**config.mk**
```make
export PLATFORM = sky130hd
export DESIGN_NAME = ysyx_22050243_lsu_flat
export DESIGN_NICKNAME = d
export VERILOG_FILES = /design/src/rtl/ysyx_22050243_lsu_if.sv /design/src/rtl/ysyx_22050243_lsu.sv /design/src/flat_wrapper.sv
export SDC_FILE = /design/constraint.sdc
export NUM_CORES = 1
export LEC_CHECK = 0
export CORE_MARGIN = 2
export CORE_UTILIZATION = 46
export DETAILED_ROUTE_END_ITERATION = 16
export PLACE_DENSITY = 0.83
export SLEW_MARGIN = 20
export SYNTH_ARGS = -nofsm -noshare
export SYNTH_HDL_FRONTEND = slang
export SYNTH_SLANG_ARGS = --single-unit
```
**constraint.sdc**
```tcl
create_clock -name clk -period 2.2 [get_ports clk]
set_input_delay 0.55 -clock clk [delete_from_list [all_inputs] [get_ports clk]]
set_output_delay 0.55 -clock clk [all_outputs]
set_load 0.02 [all_outputs]
```
**src/rtl/ysyx_22050243_lsu_if.sv**
```systemverilog
// Purpose : bundle of the LSU's pipeline-side and memory-side handshake/bus signals.
// Latency : none (wires only).
// Backpressure: carries req/resp ready and mem_req_ready / mem_rsp_valid between the agents.
// Ports   : pipeline request (req_*), pipeline response (resp_*), memory request (mem_req_*,
//           mem_addr/wen/wdata/wmask) and memory response (mem_rsp_valid, mem_rdata).
//           slave = the LSU, master = pipeline plus memory environment.
interface ysyx_22050243_lsu_if #(
    parameter int XLEN   = 64,
    parameter int ADDR_W = 32
);
    logic                  req_valid;
    logic                  req_ready;
    logic                  req_wen;
    logic [2:0]            req_funct3;
    logic [ADDR_W-1:0]     req_addr;
    logic [XLEN-1:0]       req_wdata;
    logic                  resp_valid;
    logic                  resp_ready;
    logic [XLEN-1:0]       resp_rdata;
    logic                  resp_err;
    logic                  mem_req_valid;
    logic                  mem_req_ready;
    logic [ADDR_W-1:0]     mem_addr;
    logic                  mem_wen;
    logic [XLEN-1:0]       mem_wdata;
    logic [XLEN/8-1:0]     mem_wmask;
    logic                  mem_rsp_valid;
    logic [XLEN-1:0]       mem_rdata;

    modport slave (
        input  req_valid, req_wen, req_funct3, req_addr, req_wdata, resp_ready,
               mem_req_ready, mem_rsp_valid, mem_rdata,
        output req_ready, resp_valid, resp_rdata, resp_err,
               mem_req_valid, mem_addr, mem_wen, mem_wdata, mem_wmask
    );

    modport master (
        output req_valid, req_wen, req_funct3, req_addr, req_wdata, resp_ready,
               mem_req_ready, mem_rsp_valid, mem_rdata,
        input  req_ready, resp_valid, resp_rdata, resp_err,
               mem_req_valid, mem_addr, mem_wen, mem_wdata, mem_wmask
    );
endinterface

```
**src/rtl/ysyx_22050243_lsu.sv**
```systemverilog
// Purpose : EX/MEM load/store unit: lane placement, write mask, load extension, error detection.
// Latency : 3 cycles accept->resp_valid for legal accesses, 1 cycle for errors; plus stall cycles.
// Backpressure: one transaction in flight; req_ready only in IDLE, every stage holds until its handshake.
// Ports   : clk, rst (sync, active-high); bus = ysyx_22050243_lsu_if slave modport.
module ysyx_22050243_lsu #(
    parameter int XLEN   = 64,
    parameter int ADDR_W = 32
) (
    input  logic                  clk,
    input  logic                  rst,
    ysyx_22050243_lsu_if.slave    bus
);
    localparam int NB    = XLEN / 8;
    localparam int OFS_W = $clog2(NB);

    localparam logic [1:0] S_IDLE = 2'd0;
    localparam logic [1:0] S_REQ  = 2'd1;
    localparam logic [1:0] S_WAIT = 2'd2;
    localparam logic [1:0] S_RESP = 2'd3;

    logic [1:0]        state_q, state_d;
    logic              wen_q, wen_d;
    logic [2:0]        f3_q, f3_d;
    logic [OFS_W-1:0]  off_q, off_d;
    logic [ADDR_W-1:0] mem_addr_q, mem_addr_d;
    logic [XLEN-1:0]   mem_wdata_q, mem_wdata_d;
    logic [NB-1:0]     mem_wmask_q, mem_wmask_d;
    logic [XLEN-1:0]   rdata_q, rdata_d;
    logic              err_q, err_d;

    // Request decode, evaluated on the incoming request in IDLE.
    logic [1:0]        req_sz;
    logic [OFS_W-1:0]  req_off;
    logic [OFS_W-1:0]  align_m;
    logic              req_err;
    logic [XLEN-1:0]   st_data;
    logic [NB-1:0]     st_mask;

    // Load extraction, evaluated on the memory word in WAIT.
    logic [XLEN-1:0]   ld_shift;
    logic [XLEN-1:0]   ld_mask;
    logic              ld_msb;
    logic [XLEN-1:0]   ld_data;

    always_comb begin
        req_sz  = bus.req_funct3[1:0];
        req_off = bus.req_addr[OFS_W-1:0];
        // Offset bits that must be zero for the access size to be naturally aligned.
        align_m = OFS_W'((32'd1 << req_sz) - 32'd1);
        req_err = (|(req_off & align_m))
                | (bus.req_wen && bus.req_funct3[2])
                | (!bus.req_wen && bus.req_funct3 == 3'b111)
                | (XLEN == 32 && req_sz == 2'b11);

        // Store data is replicated into every lane so lane `off` always carries it.
        case (req_sz)
            2'd0:    st_data = {NB{bus.req_wdata[7:0]}};
            2'd1:    st_data = {(NB/2){bus.req_wdata[15:0]}};
            2'd2:    st_data = {(NB/4){bus.req_wdata[31:0]}};
            default: st_data = bus.req_wdata;
        endcase
        st_mask = NB'((32'd1 << (32'd1 << req_sz)) - 32'd1) << req_off;
    end

    always_comb begin
        ld_shift = bus.mem_rdata >> {off_q, 3'b000};
        case (f3_q[1:0])
            2'd0:    begin ld_mask = XLEN'(8'hFF);         ld_msb = ld_shift[7];      end
            2'd1:    begin ld_mask = XLEN'(16'hFFFF);      ld_msb = ld_shift[15];     end
            2'd2:    begin ld_mask = XLEN'(32'hFFFF_FFFF); ld_msb = ld_shift[31];     end
            default: begin ld_mask = '1;                   ld_msb = ld_shift[XLEN-1]; end
        endcase
        // funct3[2] selects the unsigned variant; otherwise fill above the field with its MSB.
        ld_data = (ld_shift & ld_mask) | ((!f3_q[2] && ld_msb) ? ~ld_mask : '0);
    end

    always_comb begin
        state_d     = state_q;
        wen_d       = wen_q;
        f3_d        = f3_q;
        off_d       = off_q;
        mem_addr_d  = mem_addr_q;
        mem_wdata_d = mem_wdata_q;
        mem_wmask_d = mem_wmask_q;
        rdata_d     = rdata_q;
        err_d       = err_q;
        case (state_q)
            S_IDLE: begin
                if (bus.req_valid) begin
                    wen_d   = bus.req_wen;
                    f3_d    = bus.req_funct3;
                    off_d   = req_off;
                    rdata_d = '0;
                    err_d   = req_err;
                    if (req_err) begin
                        state_d = S_RESP;
                    end else begin
                        state_d     = S_REQ;
                        mem_addr_d  = {bus.req_addr[ADDR_W-1:OFS_W], {OFS_W{1'b0}}};
                        mem_wdata_d = bus.req_wen ? st_data : '0;
                        mem_wmask_d = bus.req_wen ? st_mask : '0;
                    end
                end
            end
            S_REQ: begin
                if (bus.mem_req_ready) state_d = S_WAIT;
            end
            S_WAIT: begin
                if (bus.mem_rsp_valid) begin
                    rdata_d = wen_q ? '0 : ld_data;
                    state_d = S_RESP;
                end
            end
            default: begin
                if (bus.resp_ready) state_d = S_IDLE;
            end
        endcase
    end

    always_ff @(posedge clk) begin
        if (rst) begin
            state_q     <= S_IDLE;
            wen_q       <= 1'b0;
            f3_q        <= 3'b000;
            off_q       <= '0;
            mem_addr_q  <= '0;
            mem_wdata_q <= '0;
            mem_wmask_q <= '0;
            rdata_q     <= '0;
            err_q       <= 1'b0;
        end else begin
            state_q     <= state_d;
            wen_q       <= wen_d;
            f3_q        <= f3_d;
            off_q       <= off_d;
            mem_addr_q  <= mem_addr_d;
            mem_wdata_q <= mem_wdata_d;
            mem_wmask_q <= mem_wmask_d;
            rdata_q     <= rdata_d;
            err_q       <= err_d;
        end
    end

    assign bus.req_ready     = (state_q == S_IDLE);
    assign bus.mem_req_valid = (state_q == S_REQ);
    assign bus.resp_valid    = (state_q == S_RESP);
    assign bus.mem_addr      = mem_addr_q;
    assign bus.mem_wen       = wen_q;
    assign bus.mem_wdata     = mem_wdata_q;
    assign bus.mem_wmask     = mem_wmask_q;
    assign bus.resp_rdata    = rdata_q;
    assign bus.resp_err      = err_q;
endmodule

```
**src/flat_wrapper.sv**
```systemverilog
// flat-port wrapper written by rule: the top's interface ports become plain ports
module ysyx_22050243_lsu_flat 
#(
    parameter int XLEN   = 64,
    parameter int ADDR_W = 32
)
  (clk, rst, bus_req_valid, bus_req_wen, bus_req_funct3, bus_req_addr, bus_req_wdata, bus_resp_ready, bus_mem_req_ready, bus_mem_rsp_valid, bus_mem_rdata, bus_req_ready, bus_resp_valid, bus_resp_rdata, bus_resp_err, bus_mem_req_valid, bus_mem_addr, bus_mem_wen, bus_mem_wdata, bus_mem_wmask);
  ysyx_22050243_lsu_if #(.XLEN(XLEN), .ADDR_W(ADDR_W)) bus_i ();
  input  logic clk;
  input  logic rst;
  input wire logic [$bits(bus_i.req_valid)-1:0] bus_req_valid;
  input wire logic [$bits(bus_i.req_wen)-1:0] bus_req_wen;
  input wire logic [$bits(bus_i.req_funct3)-1:0] bus_req_funct3;
  input wire logic [$bits(bus_i.req_addr)-1:0] bus_req_addr;
  input wire logic [$bits(bus_i.req_wdata)-1:0] bus_req_wdata;
  input wire logic [$bits(bus_i.resp_ready)-1:0] bus_resp_ready;
  input wire logic [$bits(bus_i.mem_req_ready)-1:0] bus_mem_req_ready;
  input wire logic [$bits(bus_i.mem_rsp_valid)-1:0] bus_mem_rsp_valid;
  input wire logic [$bits(bus_i.mem_rdata)-1:0] bus_mem_rdata;
  output wire logic [$bits(bus_i.req_ready)-1:0] bus_req_ready;
  output wire logic [$bits(bus_i.resp_valid)-1:0] bus_resp_valid;
  output wire logic [$bits(bus_i.resp_rdata)-1:0] bus_resp_rdata;
  output wire logic [$bits(bus_i.resp_err)-1:0] bus_resp_err;
  output wire logic [$bits(bus_i.mem_req_valid)-1:0] bus_mem_req_valid;
  output wire logic [$bits(bus_i.mem_addr)-1:0] bus_mem_addr;
  output wire logic [$bits(bus_i.mem_wen)-1:0] bus_mem_wen;
  output wire logic [$bits(bus_i.mem_wdata)-1:0] bus_mem_wdata;
  output wire logic [$bits(bus_i.mem_wmask)-1:0] bus_mem_wmask;
  assign bus_i.req_valid = bus_req_valid;
  assign bus_i.req_wen = bus_req_wen;
  assign bus_i.req_funct3 = bus_req_funct3;
  assign bus_i.req_addr = bus_req_addr;
  assign bus_i.req_wdata = bus_req_wdata;
  assign bus_i.resp_ready = bus_resp_ready;
  assign bus_i.mem_req_ready = bus_mem_req_ready;
  assign bus_i.mem_rsp_valid = bus_mem_rsp_valid;
  assign bus_i.mem_rdata = bus_mem_rdata;
  assign bus_req_ready = bus_i.req_ready;
  assign bus_resp_valid = bus_i.resp_valid;
  assign bus_resp_rdata = bus_i.resp_rdata;
  assign bus_resp_err = bus_i.resp_err;
  assign bus_mem_req_valid = bus_i.mem_req_valid;
  assign bus_mem_addr = bus_i.mem_addr;
  assign bus_mem_wen = bus_i.mem_wen;
  assign bus_mem_wdata = bus_i.mem_wdata;
  assign bus_mem_wmask = bus_i.mem_wmask;
  ysyx_22050243_lsu #(.XLEN(XLEN), .ADDR_W(ADDR_W)) u_core (.clk(clk), .rst(rst), .bus(bus_i));
endmodule
```
; ---- Word level (Yosys, flattened, before mapping)
; Cells that the tools add are included.
[word_totals]
word_cells = 64
ff_bits = 175
[classes]
shifts = 4
bitwise = 7
reduce_logical = 15
n_addsub = 2
n_eq_ne = 11
mux = 16
[ops]
columns = operator, count
row1 = one-hot mux 64 bit (3 select lines), 2
row2 = two-way mux 64 bit, 5
row3 = one-hot mux 64 bit (2 select lines), 1
row4 = bitwise AND 64 bit, 1
row5 = inverter 64 bit, 1
row6 = bitwise OR 64 bit, 1
row7 = >> shifter 64 x 6 -> 64 bit, 1
row8 = "<< shifter 1 x 2 -> 32 bit, first input constant", 1
row9 = "<< shifter 1 x 32 -> 8 bit, first input constant", 1
row10 = two-way mux 2 bit, 5
row11 = "== test 2 bit, second input constant", 4
row12 = two-way mux 8 bit, 1
row13 = << shifter 8 x 3 -> 8 bit, 1
row14 = "subtractor 8 x 1 -> 8 bit, second input constant", 1
row15 = "== test 2 x 1 -> 1 bit, second input constant", 3
row16 = zero test 2 bit, 3
row17 = "inequality test 2 bit, second input constant", 3
row18 = one-hot mux 2 bit (3 select lines), 1
row19 = AND reduction 3 bit, 2
row20 = AND reduction 4 bit, 1
row21 = nonzero test 4 bit, 1
row22 = bitwise AND 3 bit, 1
row23 = "== test 3 bit, second input constant", 1
row24 = logical AND 1 bit, 3
row25 = other kinds (8), 10

; ---- Longest topological paths before layout
[logic_depth]
ltp_word = 9
mapped_depth = 9

; ---- Least setup slack after synthesis
; No wires, ideal clock.
[synth_timing]
kind = flip-flop to flip-flop
from = reg u_core.state_q[0]
to = reg u_core.rdata_q[27] (netlist: u_core.bus.resp_rdata[27])
path_stages_with_launch = 9
t_arrival_ps = 2028
period_less_slack_ps = 2114
setup_time_ps = 86
slack_ps = 86
n_path_buf = 2
required_ps = 2114
path_cell_list = dfxtp_1 inv_1 ha_1 or2_2 a31oi_1 buf_2 clkbuf_1 nand2_1 a221oi_2
[synth_via]
elab_chain_len = 3
[synth_lines]
columns = element, line
row1 = from (decl), ysyx_22050243_lsu.sv:21  ; logic [1:0] state_q, state_d;
row2 = from (signal assigned), ysyx_22050243_lsu.sv:132  ; state_q <= state_d;
row3 = zero test 2 bit (*), n/a
row4 = via bus_req_ready, flat_wrapper.sv:20  ; output wire logic [$bits(bus_i.req_ready)-1:0] bus_req_ready;
row5 = inequality test 2 bit (no line) or nonzero test 2 bit (tied branches), n/a
row6 = AND reduction 3 bit (no line), n/a
row7 = to (signal assigned), ysyx_22050243_lsu.sv:139  ; rdata_q <= rdata_d;
row8 = to (decl), ysyx_22050243_lsu.sv:28  ; logic [XLEN-1:0] rdata_q, rdata_d;
; Mark *: on every way through the listed nets, which the timed path passes. The rest lies on a longest branch.
; A chain may end at the register's enable or synchronous reset.

; ---- Final worst setup path
[layout_timing]
from = reg u_core.state_q[1]
to = reg u_core.rdata_q[29] (netlist: u_core.bus.resp_rdata[29])
[layout_via]
elab_chain_len = 3
[layout_lines]
columns = element, line
row1 = == test 2 bit or zero test 2 bit (tied branches), ysyx_22050243_lsu.sv:87  ; case (state_q)
row2 = inequality test 2 bit (no line) or nonzero test 2 bit (tied branches), n/a
row3 = AND reduction 3 bit (no line), n/a
; Several ways; a longest one is shown, not always the timed one.

==> flow_metrics.tcl <==
set metrics [dict create \
    core_area_sq_um 21000 \
    gr-max-usage-layer "met2" \
    start_util_pct 46.6 \
    fin_nets 1684 \
    root_buffer "clkbuf_16" \
    crit_arrival_ps 2420 \
    ir_worst_vdd_v 0.000606 \
    routed_wl_um 38200 \
    cts.sinks 175 \
    critical-path-max-stage-delay_ps 400 \
    grt_pass1_vias 10300 \
    finalMaxSlewViolations 0 \
    critical_path_buf_inv_count 3 \
    hold_violations 0 \
    remaining_drc_errors 0 \
    cts_made_buffers 17 \
    cts.reportedPaths.clkPinSlew_ps 70 \
    wire_per_inst_um 21.2 \
    dieArea_sq_um 22400 \
    grt_use_met2_pct 54.5 \
    finalSetupViolations 0 \
    ctsLongestPathBuffers 2 \
    tritoncts "built" \
    path_max_fanout 7 \
    synthCells 1156 \
    syn_avg_cell_area_sq_um 8.45 \
    io_pins 343 \
    status "completed" \
    required_ps 2540 \
    fin_crit_sh_pct 94.5 \
    postRouteAntennaNets 0 \
    hold_class "in -> reg" \
    vias 10800 \
    yosysSeqAreaShare_pct 35.9 \
    ys_types 69 \
    first_pass_iters 5 \
    drt_iter0_drc 914 \
    ctsHoldBuffers 0 \
    dp_cells 1766 \
    antenna_found_initial 3 \
    dp.final_hpwl_um 28600 \
    floorplan.die.height_um 150 \
    syn_to_final_growth_pct 49.9 \
    holdWs_ps 426 \
    path_delay_family "simple AND/OR/NAND/NOR gates" \
    min_period_ps 2080 \
    synthMostInstantiatedCell "nand2_1" \
    yosysTopAreaCell "dfxtp_1" \
    grt_max_degree 60 \
    rsz0062_at_grt "no" \
    clk_latency_ps 430 \
    grt_pass1_wl_um 57600 \
    synth_warnings 0 \
    synth_edf_count 0 \
    worst_path_max_delay_cell "nor4b_4" \
    drv_cap 0 \
    max_slew_margin_pct 42.0 \
    finalNonFillerCells 1800 \
    track_usage_pct 33.2 \
    synth_top_cell_area_share_pct 35.9 \
    ys_seq_elements 175 \
    async_flop_share_pct 0 \
    overflow 0 \
    skew_ps 12.6 \
    fp.dieW_um 150 \
    crit_chain "inv_1 > ha_2 > nand2b_1 > nand3_4 > buf_4 > nor4b_4 > a21oi_4 > buf_12 > a221oi_2" \
    startpoint_type "flip-flop" \
    crit_type "reg -> reg" \
    port_buffers 339 \
    htree_levels 4 \
    vias_per_cell 5.98 \
    grt_use_met1_pct 40.3 \
    worst_pin_slew_ps 863 \
    num_rows 53 \
    drive_gt1_share_pct 15.7 \
    ys_top_cells_by_area "dfxtp_1 (36%), nand2_1 (7.7%), a21oi_1 (6.1%), mux2i_1 (6.0%), mux4_2 (4.6%)" \
    synth_common_cells "nand2_1 (200), dfxtp_1 (175), a21oi_1 (120)" \
    p_per_area_nw_per_um2 764 \
    syn-cell-area_sq_um 9770 \
    fmax_mhz 481 \
    p_leak_nw 5.33 \
    synth_flop_cell "dfxtp_1" \
    place.gp.congestion 1.02 \
    worst_setup_path_end_kind "flip-flop" \
    met3_usage_pct 9.54 \
    postCtsSetupBuffers 0 \
]
## routing by layer
layer | up-vias | wire, um
met2 | 659 | 17800
met5 | - | 13
met3 | 109 | 4300
met4 | 2 | 1650
met1 | 5075 | 14500
li1 | 4919 | -
## state kept, by name (all words and copies together), names as in the netlist
name	cells
u_core.bus.mem_wmask	8
u_core.bus.mem_wen	1
u_core.bus.mem_wdata	64
u_core.bus.resp_err	1
u_core.state_q	2
u_core.f3_q	3
u_core.off_q	3
u_core.bus.mem_addr	29
u_core.bus.resp_rdata	64
## cell families after synthesis
| logic type | share of synthesized area [%] |
|---|---|
| flip-flops | 35.9 |
| other | 0.0384 |
| AND/OR/NAND/NOR | 19.9 |
| multiplexers | 15.1 |
| adder cells (fa/ha/maj) | 0.512 |
| AO/OA/AOI/OAI | 23.1 |
| buffers and inverters | 5.57 |
## through the flow
step | instance area (sq um) | total power [W] | setup TNS (ps) | util [%] | setup WS, ps
detailed placement | 14000 | 0.00793 | -39430 | 66.8 | -537
global route | 14600 | 0.0116 | 0 | 69.9 | 27.1
finish | 14600 | 0.0112 | 0 | 69.9 | 121
floorplan | 9780 | 0.00600 | 0 | - | 85.9
CTS | 14600 | 0.0111 | 0 | 69.7 | 18.8
global placement | 14000 | 0.00786 | -34570 | 66.8 | -390
## power by group
group	leakage [nW]	switching, W	internal (W)
combinational	3.62	0.00247	0.00194
clock	0.295	0.00145	0.00175
sequential	1.42	0.000181	0.00339
## cell usage in the layout, fill, tap and decap left out, types with 20 or more instances in the layout
cell type	count
a21oi_1	119
a221oi_1	24
a22o_1	30
buf_4	86
clkdlybuf4s50_1	332
dfxtp_1	172
mux2_2	37
mux2i_1	59
mux4_2	20
nand2_1	200
nand2b_1	23
nand3_1	51
nor2_1	69
o21ai_0	28
## worst paths after layout
| kind | start | end | slack (ps) | depth (start not counted) |
|---|---|---|---|---|
| worst max-delay path | u_core.state_q[1] | u_core.bus.resp_rdata[29] | 120 | 9 |
| worst min-delay path | bus_req_funct3[1] | u_core.f3_q[1] | 430 | 3 |
| worst max register to register | u_core.state_q[1] | u_core.bus.resp_rdata[29] | 120 | 9 |
| worst min register to register | u_core.bus.mem_addr[28] | u_core.bus.mem_addr[28] | 450 | 2 |
## layout make-up
class                           instances  area (sq um)
Antenna cell                            2          5.00
Fill cell                            1626          6310
Sequential cell                       175          3510
Clock buffer                           18           439
Inverter                                7          26.3
Timing Repair Buffer                  442          4360
Tap cell                              275           344
Clock inverter                         14           171
Multi-Input combinational cell        867          5790
## worst reg2reg max path, delay by kind of cell (launching register included)
kind / cells / cell delay, ps
AND/OR/NAND/NOR: 3 / 670
adder cells (fa/ha/maj): 1 / 220
buffers and inverters: 3 / 410
flip-flops: 1 / 360
AO/OA/AOI/OAI: 2 / 320
## repair_timing
| action | CTS | global route |
|---|---|---|
| pin swaps | 1 | 1 |
| resized for setup | 4 | 8 |
| setup endpoints to repair | 10 | 42 |
No activity file was read; power rests on OpenSTA's default activity.
